<file path="src/rtl/mux_sel_arb_pkg.sv">
// Shared types for the mux select arbiter: source identifiers, FSM states and default widths.
// Optional grant statistics are enabled with the MUX_SEL_ARB_STATS_EN macro.
package mux_sel_arb_pkg;

    localparam int DATA_W_DEF = 8;
    localparam int CNT_W_DEF  = 16;

    typedef enum logic {
        SRC_B = 1'b0,
        SRC_A = 1'b1
    } src_e;

    typedef enum logic {
        ST_EMPTY,
        ST_FULL
    } state_e;

    // Round-robin tie-break: when both sources request, the one not served last wins.
    function automatic src_e rr_pick(input logic req_a, input logic req_b, input src_e last);
        src_e pick;
        pick = SRC_B;
        if (req_a && req_b) begin
            if (last == SRC_A) begin
                pick = SRC_B;
            end else begin
                pick = SRC_A;
            end
        end else if (req_a) begin
            pick = SRC_A;
        end
        return pick;
    endfunction

endpackage

</file>
<file path="src/rtl/rr2_arbiter.sv">
// Two-request round-robin arbiter. Owns the last-grant history, which advances only on an
// enabled, valid grant so that stalled cycles do not disturb fairness.
module rr2_arbiter
    import mux_sel_arb_pkg::*;
(
    input  logic clk,
    input  logic reset,
    input  logic req_a,
    input  logic req_b,
    input  logic en,
    output src_e gnt,
    output logic gnt_vld
);

    src_e last_grant;

    always_comb begin
        gnt     = rr_pick(req_a, req_b, last_grant);
        gnt_vld = en && (req_a || req_b);
    end

    // Last grant starts as B so the first contention after reset goes to A.
    always_ff @(posedge clk) begin
        if (reset) begin
            last_grant <= SRC_B;
        end else if (en && gnt_vld) begin
            last_grant <= gnt;
        end
    end

endmodule

</file>
<file path="src/rtl/mux_sel_arbiter.sv">
// Round-robin front end for the 8-bit 2:1 mux: one-entry output register, mux select and
// per-source data copies. Grant counters exist only when MUX_SEL_ARB_STATS_EN is defined.
module mux_sel_arbiter
    import mux_sel_arb_pkg::*;
#(
    parameter int DATA_W = DATA_W_DEF,
    parameter int CNT_W  = CNT_W_DEF
) (
    input  logic              clk,
    input  logic              reset,
    input  logic              a_valid_i,
    input  logic [DATA_W-1:0] a_data_i,
    output logic              a_ready_o,
    input  logic              b_valid_i,
    input  logic [DATA_W-1:0] b_data_i,
    output logic              b_ready_o,
    output logic [DATA_W-1:0] a_o,
    output logic [DATA_W-1:0] b_o,
    output logic              sel_o,
    output logic              y_valid_o,
    output logic [DATA_W-1:0] y_data_o,
    input  logic              y_ready_i,
    output logic [CNT_W-1:0]  a_grants_o,
    output logic [CNT_W-1:0]  b_grants_o
);

    state_e state;
    src_e   gnt;
    logic   gnt_vld;
    logic   can_load;

    // A full register may be refilled in the same cycle it drains, giving one byte per cycle.
    assign can_load  = (state == ST_EMPTY) || y_ready_i;
    assign y_valid_o = (state == ST_FULL);
    assign a_ready_o = gnt_vld && (gnt == SRC_A);
    assign b_ready_o = gnt_vld && (gnt == SRC_B);

    rr2_arbiter u_arb (
        .clk     (clk),
        .reset   (reset),
        .req_a   (a_valid_i),
        .req_b   (b_valid_i),
        .en      (can_load && !reset),
        .gnt     (gnt),
        .gnt_vld (gnt_vld)
    );

    // sel_o and the a_o/b_o copies move together with y_data_o, so the downstream mux
    // always reproduces the byte held in the output register.
    always_ff @(posedge clk) begin
        if (reset) begin
            state    <= ST_EMPTY;
            y_data_o <= '0;
            a_o      <= '0;
            b_o      <= '0;
            sel_o    <= 1'b0;
        end else begin
            case (state)
                ST_EMPTY: begin
                    if (gnt_vld) begin
                        state    <= ST_FULL;
                        sel_o    <= (gnt == SRC_A);
                        if (gnt == SRC_A) begin
                            y_data_o <= a_data_i;
                            a_o      <= a_data_i;
                        end else begin
                            y_data_o <= b_data_i;
                            b_o      <= b_data_i;
                        end
                    end
                end
                ST_FULL: begin
                    if (gnt_vld) begin
                        sel_o    <= (gnt == SRC_A);
                        if (gnt == SRC_A) begin
                            y_data_o <= a_data_i;
                            a_o      <= a_data_i;
                        end else begin
                            y_data_o <= b_data_i;
                            b_o      <= b_data_i;
                        end
                    end else if (y_ready_i) begin
                        state <= ST_EMPTY;
                    end
                end
                default: state <= ST_EMPTY;
            endcase
        end
    end

`ifdef MUX_SEL_ARB_STATS_EN
    logic [CNT_W-1:0] a_cnt;
    logic [CNT_W-1:0] b_cnt;

    // Handshake counters wrap naturally at their width.
    always_ff @(posedge clk) begin
        if (reset) begin
            a_cnt <= '0;
            b_cnt <= '0;
        end else begin
            if (a_ready_o) begin
                a_cnt <= a_cnt + CNT_W'(1);
            end
            if (b_ready_o) begin
                b_cnt <= b_cnt + CNT_W'(1);
            end
        end
    end

    assign a_grants_o = a_cnt;
    assign b_grants_o = b_cnt;
`else
    assign a_grants_o = '0;
    assign b_grants_o = '0;
`endif

endmodule
</file>
<file path="config.mk">
export PLATFORM = sky130hd
export DESIGN_NAME = mux_sel_arbiter
export DESIGN_NICKNAME = d
export VERILOG_FILES = /design/src/rtl/mux_sel_arb_pkg.sv /design/src/rtl/rr2_arbiter.sv /design/src/rtl/mux_sel_arbiter.sv
export SDC_FILE = /design/constraint.sdc
export NUM_CORES = 1
export LEC_CHECK = 0
export CORE_ASPECT_RATIO = 0.6
export CORE_MARGIN = 2
export CORE_UTILIZATION = 40
export DETAILED_ROUTE_END_ITERATION = 10
export PLACE_DENSITY = 0.88
export SYNTH_ARGS = -nofsm -noshare
export SYNTH_HDL_FRONTEND = slang
export SYNTH_HIERARCHICAL = 1
export SYNTH_SLANG_ARGS = --single-unit
</file>
<file path="constraint.sdc">
create_clock -name clk -period 4.65 [get_ports clk]
set_input_delay 1.395 -clock clk [delete_from_list [all_inputs] [get_ports clk]]
set_output_delay 1.395 -clock clk [all_outputs]
set_load 0.05 [all_outputs]
</file>
# After elaboration in Yosys (flattened, before gate mapping)
# Index checks and enable logic that the tools add are counted.
# totals
ff_bits	27
output_inout_bits	60
wordCells	33
# op_classes
n_mux	14
bitwise	2
n_reduce_logical	11
# op_table
cell	count
two-way mux 8 bit	6
two-way mux 1 bit	7
logical AND 1 bit	6
AND reduction 2 bit	2
logical OR 1 bit	2
inverter 1 bit	2
one-hot mux 1 bit (2 select lines)	1
zero test 1 bit	1

# Depth between registers and ports, before layout
# Gate-level depths: netlist of the first run.
# logic_depth
word_depth	6
mapped_depth	9

# Modules after synthesis
# The synthesis of the first run kept the hierarchy.
# by_module_without_submodules
mod	instances	cells_each	area_per_inst_um2	seq_area_each_um2
mux_sel_arbiter	1	148	1297.5	520.5
rr2_arbiter	1	6	61.3	20.0

# Worst setup path before layout of the first run
# OpenSTA, ideal clock, no wires.
# synth_path
path_type	input to output
from	input port reset
to	output port a_ready_o
arrival_time_ns	2.520
path_slack_ns	0.735
path_stages	7
path_buffers	3
path_cell_list	buf_2 -> buf_2 -> nor2_1 -> o21a_1 -> buf_6 -> nand2_4 -> clkinv_2
# synth_via
elab_chain_len	4
# synth_rtl
element	line_no	text
start, declared	mux_sel_arbiter.sv:10	input logic reset,
zero test 1 bit	mux_sel_arbiter.sv:43	.en (can_load && !reset),
logical AND 1 bit	mux_sel_arbiter.sv:43	
logical AND 1 bit	rr2_arbiter.sv:19	gnt_vld = en && (req_a || req_b);
named net gnt_vld	mux_sel_arbiter.sv:29	logic gnt_vld;
logical AND 1 bit	mux_sel_arbiter.sv:35	assign a_ready_o = gnt_vld && (gnt == SRC_A);
end, declared	mux_sel_arbiter.sv:13	output logic a_ready_o,
# The timed path passes the listed nets, and every way through them passes these cells.

# Worst setup path in the final report of the first run
# layout_path
from	input port y_ready_i
to	output port a_ready_o
# layout_via
elab_chain_len	4
# layout_rtl
element	line_no	text
start, declared	mux_sel_arbiter.sv:22	input logic y_ready_i,
logical OR 1 bit	mux_sel_arbiter.sv:33	assign can_load = (state == ST_EMPTY) || y_ready_i;
logical AND 1 bit	mux_sel_arbiter.sv:43	
logical AND 1 bit	rr2_arbiter.sv:19	
named net gnt_vld	mux_sel_arbiter.sv:29	
logical AND 1 bit	mux_sel_arbiter.sv:35	
# The timed path passes the listed nets, and every way through them passes these cells.

==> impl_results.md, run 1 <==
* Sequential share of the synthesized area at 0.398
* Row Count at 16
* Area of the multi-input gates at 621 um2
* DIE HEIGHT at 49.1 um
* Dominant combinational cell family by area after synthesis: buffers and inverters
* Period utilisation layout at 0.925
* RR Startpoint: y_valid_o$_SDFF_PP0_
* Detailed-route wire length per cell at 12.2 um
* Setup repair after global routing missed its margin: false
* Worst min-delay path class: register to register
* Total count of max-transition violations in the final report at 0
* Die Footprint at 0.00389 mm2
* Number of antenna violations at the first check in global routing at 0
* Post-synthesis average cell area at 8.82 um2
* Data arrival time of the worst path at 2900 ps
* Leading post-synthesis cells by cell area: dfxtp_1, buf_4, nand2_1
* Clock sinks at 27
* RR Endpoint: y_data_o[4]$_SDFFE_PP0P_
* Gate family responsible for the most delay along the worst path: buffers and inverters
* Post-synth cell types at 22
* Share of final-layout standard cells stronger than drive strength 1 at 0.114
* Min cycle time layout at 4300 ps
* R2R depth at 6
* Parity-gate share of the synthesized area counting xor and xnor cells at 0
* Clock latency at the later pin of the worst-skew pair at 270 ps
* Postcts setup bufs at 0
* Register bit total from synthesis at 27
* Top cell type's share of synthesized area at 0.398
* List of cells traversed by the critical path: clkdlybuf4s50_1 > nor2b_1 > nor2_1 > o21a_1 > nand2_4 > clkinv_2 > buf_12
* HPWL Detailed at 2390 um
* # DRC at 0
* Final net count at 224
* Hold-fix buffers at CTS at 0
* Slew of the pin with the lowest slew margin at 520 ps
* Worst Clk Skew at 6.61 ps
* CP Max Fanout at 10
* Number of global-route vias before repair at 967
* Status: completed
* Final antenna-violating net count at 0
* Global placer's final weighted congestion at 0.843
* Avg Vias per Cell at 4.32
* Register clock-pin slew on the reported worst setup and hold paths at 90 ps
* Tightest slew margin relative to the limit at 0.652
* Slowest stage delay, CP at 460 ps
* Core Region at 0.00324 mm2
* Share of synthesized area spent on multiplexers at 0.0589
* Initial DRC Count at 47
* Antenna cell count at 0
* Die width at 79.2 um
* Post-synthesis instance total at 154
* Worst hold stages at 2
* Count of warnings emitted by yosys at 6
* Clock root cell: clkbuf_8
* Buf+Inv Stages, Crit Path at 3
* TritonRoute pass-1 iters at 4
* Sum Neg Setup Slack at 0 ps
* Slowest library cell on the worst path: clkdlybuf4s50_1
* Compound-Gate Fraction of Synth Area at 0.157
* Adder-Cell Fraction of Synth Area at 0
* Global-route wire length before repair at 4580 um
* Beginning of the worst hold path: a_o[3]$_SDFFE_PP0P_
* Starting Density at 0.419
* Aggregate global routing overflow at 0
* Pin count of the biggest net entering global routing at 28
* Number of buffers between clock root and the deepest sink at 2
* Sequential cell area at 541 um2
* Number of CTS-inserted buffers at 3
* Final Routed Wirelength at 3000 um
* Setup-failing EPs final at 0
* Relative area change from synthesis to final layout at 33.0%
* Number of buffers added on ports at 48
* Highest ir drop seen on vdd at 0.000149 V
* Nature of the critical path endpoint: primary output
* FILL cells at 291
* Biggest area consumer among synthesized cells: dfxtp_1
* Power density over the cells at 329 mW/mm2
* Setup slack, reg-to-reg at 3070 ps
* PnR worst setup slack at 351 ps
* Mapped Area at 0.00136 mm2
* Hold-critical path endpoint: a_o[3]$_SDFFE_PP0P_
* Total design power at 595 uW
* Worst setup path category: primary input to primary output
* Via total after detailed routing at 1068
* Final Hold Fails at 0
* Leakage at 0.000719 uW
* Max Clock Freq at 233 MHz
* Max-cap check violation count at 0
* Post-cts repair resize count at 0
* Simple logic cell fraction of the synthesized area at 0.152
* CTS tree: yes
* Number of top-level pins at 81
* Depth of the CTS H-tree at 1
* Overall routing resource usage at 0.153
* Critical path launch point type: primary input
* Pre-CTS setup slack at 360 ps
* Required time at the worst-slack endpoint at 3250 ps
[worst reg2reg max path: stages, from the launching register on]
cell	delay (ps)
dfxtp_1	320
nor2b_1	140
nor2_1	170
o21a_1	360
buf_4	230
nor2_1	60
a211oi_1	220
[routing by layer]
metal | routed length (um) | track usage
met1 | 1470 | 0.211
met2 | 1260 | 0.225
met3 | 248 | 0.0667
met4 | 20 | 0.0259
met5 | 0 | 0
[registers in the layout, summed over array words and instances (netlist names)]
signal	flops
sel_o	1
y_data_o	8
b_o	8
u_arb/last_grant	1
y_valid_o	1
a_o	8
[cell type report]
class                           count  area share
Multi-Input combinational cell    117       0.343
Inverter                            2     0.00762
Tap cell                           45      0.0312
Timing Repair Buffer               52       0.294
Clock buffer                        4      0.0249
Sequential cell                    27       0.299
[placed cells by master (no fill, tap or decap), types with 2 or more instances in the layout]
cell type / instances
clkdlybuf4s50_1: 46
nand2_1: 32
conb_1: 32
dfxtp_1: 27
nor2_1: 11
a21oi_2: 9
a21oi_1: 9
mux2i_1: 8
a211oi_1: 7
buf_4: 4
clkbuf_8: 3
buf_12: 2
[cells by family after synthesis]
| kind of cell | after synthesis |
|---|---|
| buf+inv | 41 |
| simple gates | 48 |
| flops | 27 |
| mux | 8 |
| other cells | 1 |
| compound gates | 29 |
[Yosys cell counts]
master,number
nand2b_1,1
dfxtp_1,27
buf_4,32
mux2i_1,8
nand2b_4,1
a211oi_2,1
clkinv_2,1
a211oi_1,7
nor2_1,11
nand2_4,1
a21bo_1,1
nand3b_1,1
nand2_1,32
a21oi_2,9
o21a_1,1
a21boi_0,1
a21oi_1,9
conb_1,1
nor2b_1,1
buf_2,3
clkinv_4,1
buf_6,4
[stage by stage]
step                 util  hold WS [ps]  std cells  instance area, um2
floorplan               -           506        185                1480
global placement    0.543           450        243                1760
detailed placement  0.543           452        243                1760
CTS                 0.557           464        247                1810
global route        0.557           481        247                1810
finish              0.557           459        247                1810
[report_power, final]
group / total (uW) / internal, uW / switching (uW)
combinational: 208 / 59.7 / 148
clock: 134 / 61.4 / 72.6
sequential: 253 / 245 / 7.92
[worst max-delay path by stage]
stage,startpoint,to,cells after the start
6_report,y_ready_i,a_ready_o,7
2_1_floorplan,reset,a_ready_o,7
3_5_place_dp,y_ready_i,a_ready_o,7
4_1_cts,y_ready_i,a_ready_o,7
5_1_grt,y_ready_i,a_ready_o,7
3_3_place_gp,y_ready_i,a_ready_o,7
Note: power is estimated with default switching activity, not from simulation.
==> run 2: changes to the inputs <==
--- a/config.mk
+++ b/config.mk
@@ -7,9 +7,9 @@
 export LEC_CHECK = 0
 export CORE_ASPECT_RATIO = 0.6
 export CORE_MARGIN = 2
-export CORE_UTILIZATION = 40
+export CORE_UTILIZATION = 34
 export DETAILED_ROUTE_END_ITERATION = 10
-export PLACE_DENSITY = 0.88
+export PLACE_DENSITY = 0.8
 export SYNTH_ARGS = -nofsm -noshare
 export SYNTH_HDL_FRONTEND = slang
 export SYNTH_HIERARCHICAL = 1
==> constraint.sdc (replaced) <==
create_clock -name clk -period 3.92 [get_ports clk]
set_input_delay 1.176 -clock clk [delete_from_list [all_inputs] [get_ports clk]]
set_output_delay 1.176 -clock clk [all_outputs]
set_load 0.05 [all_outputs]
==> impl_results.md, run 2 (synthesized netlist as in run 1, its figures left out) <==
* Clock sinks at 27
* Register clock-pin slew on the reported worst setup and hold paths at 90 ps
* Initial DRC Count at 65
* Number of buffers added on ports at 48
* Clock power frac at 0.225
* PnR worst setup slack at 190 ps
* Post-cts repair resize count at 0
* Registers with the highest flip-flop counts: a_o x8, b_o x8, y_data_o x8
* Sequential cell area at 541 um2
* Fraction of power spent switching nets at 0.384
* Required time at the worst-slack endpoint at 2740 ps
* Worst setup path category: primary input to primary output
* Total design power at 706 uW
* Slowest stage delay, CP at 500 ps
* Most frequent cells in the layout: clkdlybuf4s50_1, nand2_1, conb_1
* Die Footprint at 0.00454 mm2
* HPWL Detailed at 2470 um
* Relative area change from synthesis to final layout at 33.7%
* Share of final-layout standard cells stronger than drive strength 1 at 0.118
* Final net count at 225
* Sum Neg Setup Slack at 0 ps
* Number of top-level pins at 81
* Beginning of the worst hold path: a_o[6]$_SDFFE_PP0P_
* DIE HEIGHT at 53.0 um
* Aggregate global routing overflow at 0
* Nature of the critical path endpoint: primary output
* Via total after detailed routing at 1064
* Hold-fix buffers at CTS at 0
* Clock latency at the later pin of the worst-skew pair at 270 ps
* Period utilisation layout at 0.951
* Comb power frac at 0.351
* Overall routing resource usage at 0.135
* Leakage at 0.000723 uW
* Number of antenna violations at the first check in global routing at 0
* Commonest non-fill, non-tap cell in the layout: clkdlybuf4s50_1
* Power density over the cells at 389 mW/mm2
* Slew of the pin with the lowest slew margin at 546 ps
* Timing startpoint of the critical path: a_valid_i
* Core Region at 0.00374 mm2
* Depth of the CTS H-tree at 1
* Data arrival time of the worst path at 2550 ps
* TritonRoute pass-1 iters at 3
* Setup repair after global routing missed its margin: false
* List of cells traversed by the critical path: clkdlybuf4s50_1 > a21boi_1 > buf_4 > nand2_4 > clkinv_2 > buf_12
* Number of CTS-inserted buffers at 3
* RR Startpoint: y_valid_o$_SDFF_PP0_
* Clock root cell: clkbuf_8
* Worst Clk Skew at 3.61 ps
* Highest ir drop seen on vdd at 0.000193 V
* # DRC at 0
* FILL cells at 374
* CTS tree: yes
* Detailed-route wire length per cell at 12.4 um
* Max-cap check violation count at 0
* Tightest slew margin relative to the limit at 0.635
* Net Sw Power at 271 uW
* Number of global-route vias before repair at 914
* Total count of max-transition violations in the final report at 0
* Setup-failing EPs final at 0
* Final Hold Fails at 0
* Max Clock Freq at 268 MHz
* Global-route wire length before repair at 4620 um
* Die width at 85.6 um
* Final Routed Wirelength at 3110 um
* Final antenna-violating net count at 0
* Min cycle time layout at 3730 ps
* Row Count at 17
* Pre-CTS setup slack at 209 ps
* Worst min-delay path class: register to register
* Number of buffers between clock root and the deepest sink at 2
* Antenna cell count at 0
* Slowest library cell on the worst path: clkdlybuf4s50_1
* Flop pwr share at 0.424
* Status: completed
* CP Max Fanout at 9
* Area of the multi-input gates at 621 um2
* Starting Density at 0.363
* Postcts setup bufs at 0
* Critical path launch point type: primary input
* Pin count of the biggest net entering global routing at 28
* Global placer's final weighted congestion at 0.765
* Avg Vias per Cell at 4.26
* Internal Pwr Total at 435 uW
[run 2: cell count changes in the layout (fill, tap and decap cells not counted)]
cell,previous run,this run
buf_4,4,5
[run 2: layer usage]
metal / vias to the layer above / GRT usage / share of wire
met3: 0 / 0.0640 / 0.082
met5: - / 0 / 0
met4: 0 / 0.00794 / 0
met2: 32 / 0.182 / 0.41
li1: 536 / - / -
met1: 496 / 0.199 / 0.50
[run 2: final timing paths]
kind	endpoint	slack, ps	depth (start not counted)
worst max-delay path	a_ready_o	190	6
worst min-delay path	a_o[6]$_SDFFE_PP0P_	460	2
worst min register to register	a_o[6]$_SDFFE_PP0P_	460	2
worst max register to register	y_data_o[2]$_SDFFE_PP0P_	2400	6
[run 2: layout make-up]
class	instances	area share
Clock buffer	4	0.0248
Inverter	2	0.00758
Multi-Input combinational cell	117	0.342
Sequential cell	27	0.298
Tap cell	47	0.0324
Timing Repair Buffer	53	0.296
[run 2: power groups by stage]
stage          Sequential [uW]  Clock (uW)  Combinational (uW)
2_1_floorplan              359           0                 150
3_3_place_gp               306           0                 246
3_5_place_dp               306           0                 247
4_1_cts                    300         160                 248
5_1_grt                    302         173                 260
6_report                   299         159                 248
[run 2: worst max-delay path, delay by kind of cell]
kind | cells | cell delay, ps
AO/OA/AOI/OAI | 1 | 270
AND/OR/NAND/NOR | 1 | 70
buffers and inverters | 4 | 1030
[run 2: metrics by stage]
stage	cells	hold slack, ps	utilization	instance area, um2
final	250	461	0.485	1820
after detailed placement	246	449	0.473	1770
after global routing	250	485	0.485	1820
after floorplan	185	506	-	1480
after global placement	246	444	0.473	1770
after CTS	250	462	0.485	1820
==> run 3: changes to the inputs <==
--- a/config.mk
+++ b/config.mk
@@ -6,7 +6,7 @@
 export NUM_CORES = 1
 export LEC_CHECK = 0
 export CORE_ASPECT_RATIO = 0.6
-export CORE_MARGIN = 2
+export CORE_MARGIN = 3
 export CORE_UTILIZATION = 34
 export DETAILED_ROUTE_END_ITERATION = 10
 export PLACE_DENSITY = 0.8
==> impl_results.md, run 3 (synthesized netlist as in run 1, its figures left out) <==
* Pin count of the biggest net entering global routing at 28
* Avg Vias per Cell at 4.20
* Worst Clk Skew at 7.28 ps
* Die Footprint at 0.00482 mm2
* Most frequent cells in the layout: clkdlybuf4s50_1, nand2_1, conb_1
* Worst min-delay path class: register to register
* Clock sinks at 27
* Min Hold Slack at 459 ps
* Slew of the pin with the lowest slew margin at 562 ps
* Data arrival time of the worst path at 2520 ps
* Via total after detailed routing at 1054
* HPWL Detailed at 2490 um
* Beginning of the worst hold path: a_o[3]$_SDFFE_PP0P_
* Clock latency at the later pin of the worst-skew pair at 270 ps
* Number of antenna violations at the first check in global routing at 0
* Detailed-route wire length per cell at 12.3 um
* Number of global-route vias before repair at 936
* Nature of the critical path endpoint: primary output
* Min cycle time layout at 3700 ps
* Leakage at 0.000728 uW
* Tightest slew margin relative to the limit at 0.624
* Highest ir drop seen on vdd at 0.000177 V
* PnR worst setup slack at 220 ps
* Antenna cell count at 0
* Global placer's final weighted congestion at 0.779
* Setup repair after global routing missed its margin: false
* Aggregate global routing overflow at 0
* Critical path launch point type: primary input
* Required time at the worst-slack endpoint at 2740 ps
* Postcts setup bufs at 0
* Status: completed
* Row Count at 17
* Final Routed Wirelength at 3090 um
* CP Max Fanout at 9
* Post-cts repair resize count at 0
* Global-route wire length before repair at 4730 um
* Setup-failing EPs final at 0
* Number of CTS-inserted buffers at 3
* Final antenna-violating net count at 0
* Sum Neg Setup Slack at 0 ps
* Registers with the highest flip-flop counts: a_o x8, b_o x8, y_data_o x8
* Register clock-pin slew on the reported worst setup and hold paths at 90 ps
* Core Region at 0.00374 mm2
* Total design power at 702 uW
* Power density over the cells at 385 mW/mm2
* Number of buffers added on ports at 48
* Initial DRC Count at 53
* Max Clock Freq at 270 MHz
* Period utilisation layout at 0.944
* RR Startpoint: y_valid_o$_SDFF_PP0_
* Worst setup path category: primary input to primary output
* CTS tree: yes
* Final net count at 226
* Overall routing resource usage at 0.127
* Hold-fix buffers at CTS at 0
* Commonest non-fill, non-tap cell in the layout: clkdlybuf4s50_1
* Number of buffers between clock root and the deepest sink at 2
* Share of final-layout standard cells stronger than drive strength 1 at 0.123
* Max-cap check violation count at 0
* Number of top-level pins at 81
* Final Hold Fails at 0
* Depth of the CTS H-tree at 1
* Die width at 87.6 um
* Starting Density at 0.363
* DIE HEIGHT at 55.0 um
* # DRC at 0
* Timing startpoint of the critical path: y_ready_i
* Clock root cell: clkbuf_8
* Pre-CTS setup slack at 228 ps
* Relative area change from synthesis to final layout at 34.3%
* Total count of max-transition violations in the final report at 0
* TritonRoute pass-1 iters at 4
[run 3: stage by stage]
| step | instance area [um2] | util | instances |
|---|---|---|---|
| after floorplan | 1480 | - | 185 |
| after global placement | 1780 | 0.475 | 247 |
| after detailed placement | 1780 | 0.475 | 247 |
| after CTS | 1820 | 0.487 | 251 |
| after global routing | 1820 | 0.487 | 251 |
| final | 1820 | 0.487 | 251 |
[run 3: cell type report]
type	instances	area [um2]
fill	364	1920
inverter	2	13.8
sequential	27	541
tap	47	58.8
multi-input combinational	117	621
timing repair buffer	54	546
clock buffer	4	45.0
[run 3: path summary, 6_finish.rpt]
kind	end	cells past startpoint	slack (ps)
worst max-delay path	b_ready_o	8	220
worst min-delay path	a_o[3]$_SDFFE_PP0P_	2	460
worst max register to register	y_data_o[3]$_SDFFE_PP0P_	7	2430
worst min register to register	a_o[3]$_SDFFE_PP0P_	2	460
[run 3: metal layers]
metal | share of wire | vias to the layer above | track usage
li1 | - | 541 | -
met1 | 0.48 | 473 | 0.182
met2 | 0.41 | 40 | 0.181
met3 | 0.11 | 0 | 0.0577
met4 | 0 | 0 | 0.00765
met5 | 0 | - | 0
[run 3: power by group]
group          internal, uW  switching [uW]  total (uW)
Clock                  72.7            80.9         154
Sequential              291            9.03         300
Combinational          72.4             176         249
Total                   436             266         702
[run 3: critical path, stage by stage]
cell,delay (ps)
clkdlybuf4s50_1,450
nor2b_1,50
nor2_1,180
o21a_1,150
buf_4,160
nand2b_4,110
clkinv_4,100
buf_12,140
